<file path="src/rtl/uart_rx_sipo.sv">
// UART receive shift register: 16x-oversampled start detection, centre sampling,
// LSB-first deserialization of 7/8 data bits, optional parity and 1/2 stop bits.
module uart_rx_sipo #(
  parameter int unsigned OVERSAMPLE = 16
) (
  input  logic       clock,
  input  logic       rst,
  input  logic       sample_tick,
  input  logic       data_in,
  input  logic [1:0] parity_type,
  input  logic       stop_bits,
  input  logic       data_length,
  output logic [7:0] data_out,
  output logic       rx_active,
  output logic       rx_done,
  output logic       parity_error,
  output logic       frame_error
);

  localparam int unsigned CntW = $clog2(OVERSAMPLE);
  localparam logic [CntW-1:0] MidCnt  = CntW'(OVERSAMPLE / 2 - 1);
  localparam logic [CntW-1:0] LastCnt = CntW'(OVERSAMPLE - 1);

  typedef enum logic [2:0] {
    StIdle,
    StStart,
    StData,
    StParity,
    StStop,
    StDone
  } state_e;

  state_e          state_q;
  logic            armed_q;
  logic [CntW-1:0] tick_cnt_q;
  logic [2:0]      bit_cnt_q;
  logic            stop_cnt_q;
  logic [7:0]      shift_q;
  logic [1:0]      par_type_q;
  logic            two_stop_q;
  logic            len8_q;
  logic            par_err_q;
  logic            frm_err_q;
  logic            line_meta_q;
  logic            line_q;

  logic [7:0] rx_data;
  logic       par_en;
  logic       par_odd;
  logic       par_mismatch;
  logic [2:0] last_bit;

  // Bits shift in from the top, so a 7-bit frame ends up one position high.
  always_comb begin
    rx_data      = len8_q ? shift_q : {1'b0, shift_q[7:1]};
    par_en       = (par_type_q == 2'b01) || (par_type_q == 2'b10);
    par_odd      = (par_type_q == 2'b01);
    par_mismatch = (^rx_data) ^ line_q ^ par_odd;
    last_bit     = len8_q ? 3'd7 : 3'd6;
  end

  // Two-flop synchronizer; resets to the idle (high) line level.
  always_ff @(posedge clock) begin
    if (rst) begin
      line_meta_q <= 1'b1;
      line_q      <= 1'b1;
    end else begin
      line_meta_q <= data_in;
      line_q      <= line_meta_q;
    end
  end

  // Receive FSM with registered outputs.
  always_ff @(posedge clock) begin
    if (rst) begin
      state_q      <= StIdle;
      armed_q      <= 1'b0;
      tick_cnt_q   <= '0;
      bit_cnt_q    <= '0;
      stop_cnt_q   <= 1'b0;
      shift_q      <= '0;
      par_type_q   <= '0;
      two_stop_q   <= 1'b0;
      len8_q       <= 1'b0;
      par_err_q    <= 1'b0;
      frm_err_q    <= 1'b0;
      data_out     <= '0;
      rx_active    <= 1'b0;
      rx_done      <= 1'b0;
      parity_error <= 1'b0;
      frame_error  <= 1'b0;
    end else begin
      rx_done <= 1'b0;
      unique case (state_q)
        StIdle: begin
          if (sample_tick) begin
            if (line_q) begin
              armed_q <= 1'b1;
            end else if (armed_q) begin
              state_q    <= StStart;
              armed_q    <= 1'b0;
              tick_cnt_q <= '0;
              par_type_q <= parity_type;
              two_stop_q <= stop_bits;
              len8_q     <= data_length;
            end
          end
        end
        StStart: begin
          if (sample_tick) begin
            if (tick_cnt_q == MidCnt) begin
              tick_cnt_q <= '0;
              if (!line_q) begin
                state_q   <= StData;
                rx_active <= 1'b1;
                bit_cnt_q <= '0;
                shift_q   <= '0;
                par_err_q <= 1'b0;
                frm_err_q <= 1'b0;
              end else begin
                // False start: the line already counts as seen high.
                state_q <= StIdle;
                armed_q <= 1'b1;
              end
            end else begin
              tick_cnt_q <= tick_cnt_q + 1'b1;
            end
          end
        end
        StData: begin
          if (sample_tick) begin
            if (tick_cnt_q == LastCnt) begin
              tick_cnt_q <= '0;
              shift_q    <= {line_q, shift_q[7:1]};
              bit_cnt_q  <= bit_cnt_q + 1'b1;
              if (bit_cnt_q == last_bit) begin
                state_q    <= par_en ? StParity : StStop;
                stop_cnt_q <= 1'b0;
              end
            end else begin
              tick_cnt_q <= tick_cnt_q + 1'b1;
            end
          end
        end
        StParity: begin
          if (sample_tick) begin
            if (tick_cnt_q == LastCnt) begin
              tick_cnt_q <= '0;
              par_err_q  <= par_mismatch;
              state_q    <= StStop;
              stop_cnt_q <= 1'b0;
            end else begin
              tick_cnt_q <= tick_cnt_q + 1'b1;
            end
          end
        end
        StStop: begin
          if (sample_tick) begin
            if (tick_cnt_q == LastCnt) begin
              tick_cnt_q <= '0;
              if (!line_q) begin
                frm_err_q <= 1'b1;
              end
              if (stop_cnt_q || !two_stop_q) begin
                state_q <= StDone;
              end else begin
                stop_cnt_q <= 1'b1;
              end
            end else begin
              tick_cnt_q <= tick_cnt_q + 1'b1;
            end
          end
        end
        StDone: begin
          data_out     <= rx_data;
          parity_error <= par_err_q;
          frame_error  <= frm_err_q;
          rx_done      <= 1'b1;
          rx_active    <= 1'b0;
          // Must see the line high again before another start is accepted.
          armed_q      <= 1'b0;
          state_q      <= StIdle;
        end
        default: begin
          state_q <= StIdle;
          armed_q <= 1'b0;
        end
      endcase
    end
  end

endmodule

</file>
<file path="config.mk">
export PLATFORM = sky130hd
export DESIGN_NAME = uart_rx_sipo
export DESIGN_NICKNAME = d
export VERILOG_FILES = /design/src/rtl/uart_rx_sipo.sv
export SDC_FILE = /design/constraint.sdc
export NUM_CORES = 1
export LEC_CHECK = 0
export ABC_AREA = 1
export ABC_CLOCK_PERIOD_IN_PS = 1640
export BUFFER_PORTS_ARGS = -buffer_cell sky130_fd_sc_hd__buf_2
export CAP_MARGIN = 20
export CORE_ASPECT_RATIO = 0.7
export CORE_MARGIN = 2
export CORE_UTILIZATION = 45
export DETAILED_ROUTE_END_ITERATION = 10
export GPL_ROUTABILITY_DRIVEN = 0
export PLACE_DENSITY = 0.65
export SLEW_MARGIN = 10
export SYNTH_ARGS = -nofsm -noshare
export SYNTH_HDL_FRONTEND = slang
export SYNTH_SLANG_ARGS = --single-unit
</file>
<file path="constraint.sdc">
create_clock -name clock -period 1.64 [get_ports clock]
set_input_delay 0.082 -clock clock [delete_from_list [all_inputs] [get_ports clock]]
set_output_delay 0.082 -clock clock [all_outputs]
set_load 0.02 [all_outputs]
</file>
# Yosys cells after proc, flatten, opt, wreduce, memory -nomap -nowiden
# Index checks and enable logic that the tools add are counted.
# Widths: inputs -> output; s select.
totals:
  reg_bits: 40
classes:
  n_addsub: 2
  n_eq_ne: 28
  muxes: 67
  bitwise_logic: 4
  n_reduce_logical: 21
op_table:
  columns: ["cell", "count"]
  rows:
  - ["$mux 3", 19]
  - ["$mux 8", 6]
  - ["$ne 2x2->1 const B", 17]
  - ["$mux 4", 7]
  - ["$mux 1", 25]
  - ["$reduce_and 6->1", 3]
  - ["$pmux 8 s2", 1]
  - ["$pmux 3 s5", 1]
  - ["$reduce_and 13->1", 1]
  - ["$pmux 4 s3", 1]
  - ["$reduce_and 9->1", 1]
  - ["$reduce_and 4->1", 2]
  - ["$reduce_bool 2->1", 4]
  - ["$reduce_xor 8->1", 1]
  - ["$reduce_and 7->1", 1]
  - ["$eq 3x2->1 const B", 2]
  - ["$eq 3x3->1 const B", 2]
  - ["$pmux 1 s2", 3]
  - ["$pmux 1 s3", 2]
  - ["$pmux 3 s2", 1]
  - ["$reduce_bool 3->1", 2]
  - ["$reduce_and 5->1", 1]
  - ["$add 4x1->4 const B", 1]
  - ["$eq 4x3->1 const B", 1]
  - ["14 further kinds", 17]

# Logic depth before layout (Yosys ltp)
logic_depth:
  ltp_word: 7
  mapped_depth: 14
  ltp_nobuf: 13

# Worst setup path after synthesis
# OpenSTA, ideal clock, no wires.
synth_timing:
  path_kind: "register to register"
  start: "reg tick_cnt_q[0]"
  end: "reg state_q[1]"
  setup_time_ns: 0.133
  t_arrival_ns: 1.372
  required_ns: 1.507
  slack_ns: 0.135
  stages_incl_launch_ff: 11
  n_path_buf: 0
  path_cell_list: "dfxtp_1 -> ha_1 -> nand2_1 -> nor2_1 -> nor3_1 -> inv_1 -> nand4_1 -> nor2_4 -> nand3_1 -> o21ai_0 -> nor2_1"
synth_between:
  elab_chain_len: 3
synth_lines:
  columns: ["element", "line", "source"]
  rows:
  - ["start: declaration", "35", "logic [CntW-1:0] tick_cnt_q;"]
  - ["start signal: assignment", "126", "tick_cnt_q <= tick_cnt_q + 1'b1;"]
  - ["start signal: assignment", "141", "tick_cnt_q <= tick_cnt_q + 1'b1;"]
  - ["start signal: assignment", "153", "tick_cnt_q <= tick_cnt_q + 1'b1;"]
  - ["$eq 4x4->1 / $eq 4x3->1 (equally long branches)", null, null]
  - ["$ne 2x2->1 (no source line)", null, null]
  - ["$reduce_and 13->1 (no source line) (*)", null, null]
  - ["end signal: assignment", "137", "state_q <= par_en ? StParity : StStop;"]
  - ["end signal: assignment", "150", "state_q <= StStop;"]
  - ["end signal: assignment", "165", "state_q <= StDone;"]
  - ["end: declaration", "33", "state_e state_q;"]
# Mark *: on every way between the ends. The rest lies on a longest branch, timed or not.
# A chain may end at the register's enable or synchronous reset.

# Final worst setup path
layout_timing:
  start: "reg tick_cnt_q[1]"
  end: "reg shift_q[2]"
layout_between:
  elab_chain_len: 3
layout_lines:
  columns: ["element", "line", "source"]
  rows:
  - ["$eq 4x4->1 / $eq 4x3->1 (equally long branches)", "132, 111", null]
  - ["$ne 2x2->1 (no source line)", null, null]
  - ["$reduce_and 6->1 (no source line) (*)", null, null]
  - ["end signal: assignment", "134", "shift_q <= {line_q, shift_q[7:1]};"]
  - ["end: declaration", "38", "logic [7:0] shift_q;"]
# Marked as above.

==> key figures <==
Setup path
  • Worst-path fanout max: 8
  • CP top delay family: simple AND/OR/NAND/NOR gates
  • Worst path slowest cell: dfxtp_2
  • CP Capture Type: flip-flop
  • CP Depth: 9
  • Crit path kind: flip-flop to flip-flop
  • WP data required: between 1.5 and 2 ns
  • Most frequent cell on the critical path: nand2_2
  • R2R cell count: 9
  • Crit-path max cell delay: about 0.34 ns
  • CP arrival: about 1.8 ns
  • Type of origin of the critical path: flip-flop
  • Crit path buf inv count: 1
  • CP Cell Sequence: ha_2, nand2_2, nor2_4, buf_4, nand4_4, nand2_4, nand2_2, nor2_1, a211oi_2

Final layout
  • Layout Cells excl Fill: between 300 and 400
  • Layout cells sized above 1: 0.281
  • Final layout net count: 341
  • Area growth syn-to-layout: 18.8%
  • Antenna cells: 0
  • Final Instance Area: 2520 sq um

Drt
  • Iteration-0 DRC count of the detailed router: a little under 90
  • Via count: ~1900
  • Detail Route met2 WL: slightly below 2 mm
  • Post-route DRC: 0
  • Final ANT Viol Nets: 0
  • Top Metal Used: met4
  • Met3 WL: approximately 230 um
  • Via-to-Cell Ratio: just over 5
  • Metal-1 WL: ~2.7 mm
  • First-pass DRT Iterations: 4
  • Routed WL: 4.97 mm
  • Routed WL per cell: 12.9 um

Pwr
  • Leakage: about 1.1 nW
  • VDD IR max: 0.664 mV
  • PD cells: ~1200 nW/um^2

Timing
  • Slew Viols, Final: 0
  • Relative slew margins: 0.737
  • Worst Tran Pin Value: just under 0.4 ns
  • Final setup violation count: 0
  • Unrepaired setup endpoints after global routing: yes
  • Final period utilization: 0.976
  • Final hold violations: 0
  • Clock Skew: 0.00885 ns
  • Peak Freq: about 620 MHz
  • Clock period minus worst slack: roughly 1.6 ns
  • Final WS setup: between 0.03 and 0.04 ns

Floorplan
  • Core footprint: ~4400 sq um
  • # IOs: 20
  • Die height: between 60 and 70 um
  • Initial Utilization: 0.479
  • Cell Rows: 20
  • DIE AREA: between 5000 and 6000 sq um
  • Chip Width: between 80 and 90 um

Clock tree
  • CTS Buffer Depth: 2
  • H-tree depth: 2
  • Num Clock Sinks: 40
  • Worst-Skew Late Latency: 0.29 ns
  • Root Buffer: clkbuf_8
  • TritonCTS clock tree: built
  • Clock edge transition at the registers on the reported setup and hold paths: approximately 0.08 ns
  • CTS Buf Count: 5

Synth
  • Compound-cell area share of the yosys netlist: 0.166
  • Post-Synth XOR/XNOR Area: 0.0124
  • Multiplexer share of the synthesized area: 0
  • YS warnings: 0
  • Area of the mapped netlist: 2120 sq um
  • Main combinational cell family by area after synthesis: simple AND/OR/NAND/NOR gates
  • Syn nets: a little over 300
  • Post-Synthesis Cells: roughly 300
  • Seq/Total Area, Yosys: 0.378
  • Synth Area in Adders: 0.0177
  • Register bit total from synthesis: 40
  • Yosys cell types: 34
  • Mean Syn Cell Area: slightly above 7 sq um
  • Synth Area in Simple Gates: 0.324

Global routing
  • Largest net degree at the start of global routing: 19
  • Gr ovfl total: 0
  • First-pass GRT wire length: 7.91 mm
  • GRT Total Usage: 0.195
  • Initial antenna violation count: 0
  • Vias in the first global route: about 1700

Placement
  • Placed inst area: approximately 2300 sq um
  • Hpwl dp: about 3.6 mm
  • IO buf count: 19
  • Placed insts: around 370
  • Dpl ws: between 0.004 and 0.005 ns

Hold path
  • Hold depth: 3
  • Worst Hold Class: primary input to flip-flop

Flow run
  • Max Cap Violations: 0

Outcome
  • Status: completed
[placed cells by master, fill, tap and decap left out, types with 6 or more instances in the layout]
master | synthesis | final
a211oi_2 | 7 | 8
clkbuf_8 | 0 | 6
o21ai_0 | 17 | 16
buf_2 | 2 | 19
nor2_1 | 26 | 25
nand2_1 | 73 | 68
buf_4 | 0 | 14
a21oi_1 | 15 | 15
inv_2 | 6 | 7
nand3_1 | 20 | 20
dfxtp_1 | 40 | 34
inv_1 | 34 | 32
nand2_2 | 4 | 9
[where the power goes]
| group | switching, mW | internal, mW | total (mW) |
|---|---|---|---|
| Sequential | 0.114 | 1.10 | 1.21 |
| Combinational | 0.659 | 0.386 | 1.05 |
| Clock | 0.353 | 0.336 | 0.689 |
[stage by stage]
step                       util  setup TNS (ns)  hold slack (ns)  power, mW
after global placement    0.522               0            0.269       2.19
after detailed placement  0.522               0            0.269       2.21
final                     0.568               0           0.0101       2.95
after global routing      0.568          -0.276           0.0329       3.16
after floorplan               -               0            0.176       1.99
after CTS                 0.553               0          0.00269       2.92
[per-layer routing]
metal  track usage  vias to the layer above
li1              -                     1030
met1         0.294                      868
met2         0.271                       41
met3        0.0536                        6
met4        0.0544                        0
met5             0                        -
[state kept, by name (all words and copies together) (netlist names)]
name	cells
state_q	3
tick_cnt_q	4
len8_q	1
line_meta_q	1
line_q	1
rx_active	1
shift_q	8
par_err_q	1
frm_err_q	1
stop_cnt_q	1
rx_done	1
data_out	8
two_stop_q	1
frame_error	1
par_type_q	2
parity_error	1
bit_cnt_q	3
armed_q	1
[final timing paths]
check | startpoint | endpoint | slack, ns
worst min register to register | line_meta_q$_SDFF_PP1_ | line_q$_SDFF_PP1_ | 0.42
worst max-delay path | tick_cnt_q[1]$_SDFFE_PP0P_ | shift_q[2]$_SDFFE_PP0P_ | 0.04
worst max register to register | tick_cnt_q[1]$_SDFFE_PP0P_ | shift_q[2]$_SDFFE_PP0P_ | 0.04
worst min-delay path | parity_type[0] | par_type_q[0]$_SDFFE_PP0P_ | 0.01
[cells in the mapped netlist (all sizes together)]
cell type | number | area share
inv | 40 | 0.071
xor2 | 3 | 0.012
o22ai | 2 | 0.0059
nand4 | 6 | 0.025
a211oi | 10 | 0.052
ha | 3 | 0.018
nor3 | 4 | 0.0094
or2 | 3 | 0.0089
clkbuf | 2 | 0.0035
o21a | 1 | 0.0035
nand3b | 2 | 0.0071
o21ai | 22 | 0.054
nand3 | 21 | 0.052
o211ai | 1 | 0.0035
a31o | 1 | 0.0041
dfxtp | 40 | 0.38
buf | 7 | 0.028
nand2 | 80 | 0.16
a21oi | 16 | 0.040
nor2 | 30 | 0.065
o31ai | 1 | 0.0035
[worst min-delay path: stages]
cell and delay (ns):
buf_2 0.07, nor2_1 0.03, nor2_1 0.08
[layout make-up]
type                            count  area [sq um]
Clock buffer                        6          82.6
Clock inverter                      2          10.0
Fill cell                         451          1910
Inverter                           40           153
Multi-Input combinational cell    208          1160
Sequential cell                    40           811
Tap cell                           55          68.8
Timing Repair Buffer               35           230
[what timing repair did]
action	CTS	global route
setup endpoints to repair	2	23
resized for setup	2	22
endpoints found under the hold margin	1	0
pin swaps	1	4
setup buffers	3	1
hold buffers	1	0
gates cloned	1	1
[kinds of logic after synthesis]
logic type | Yosys count
AND/OR/NAND/NOR | 146
XOR/XNOR | 3
adder cells (fa/ha/maj) | 3
flip-flops | 40
buffers and inverters | 49
AO/OA/AOI/OAI | 54
(Power assumes the default switching activity.)
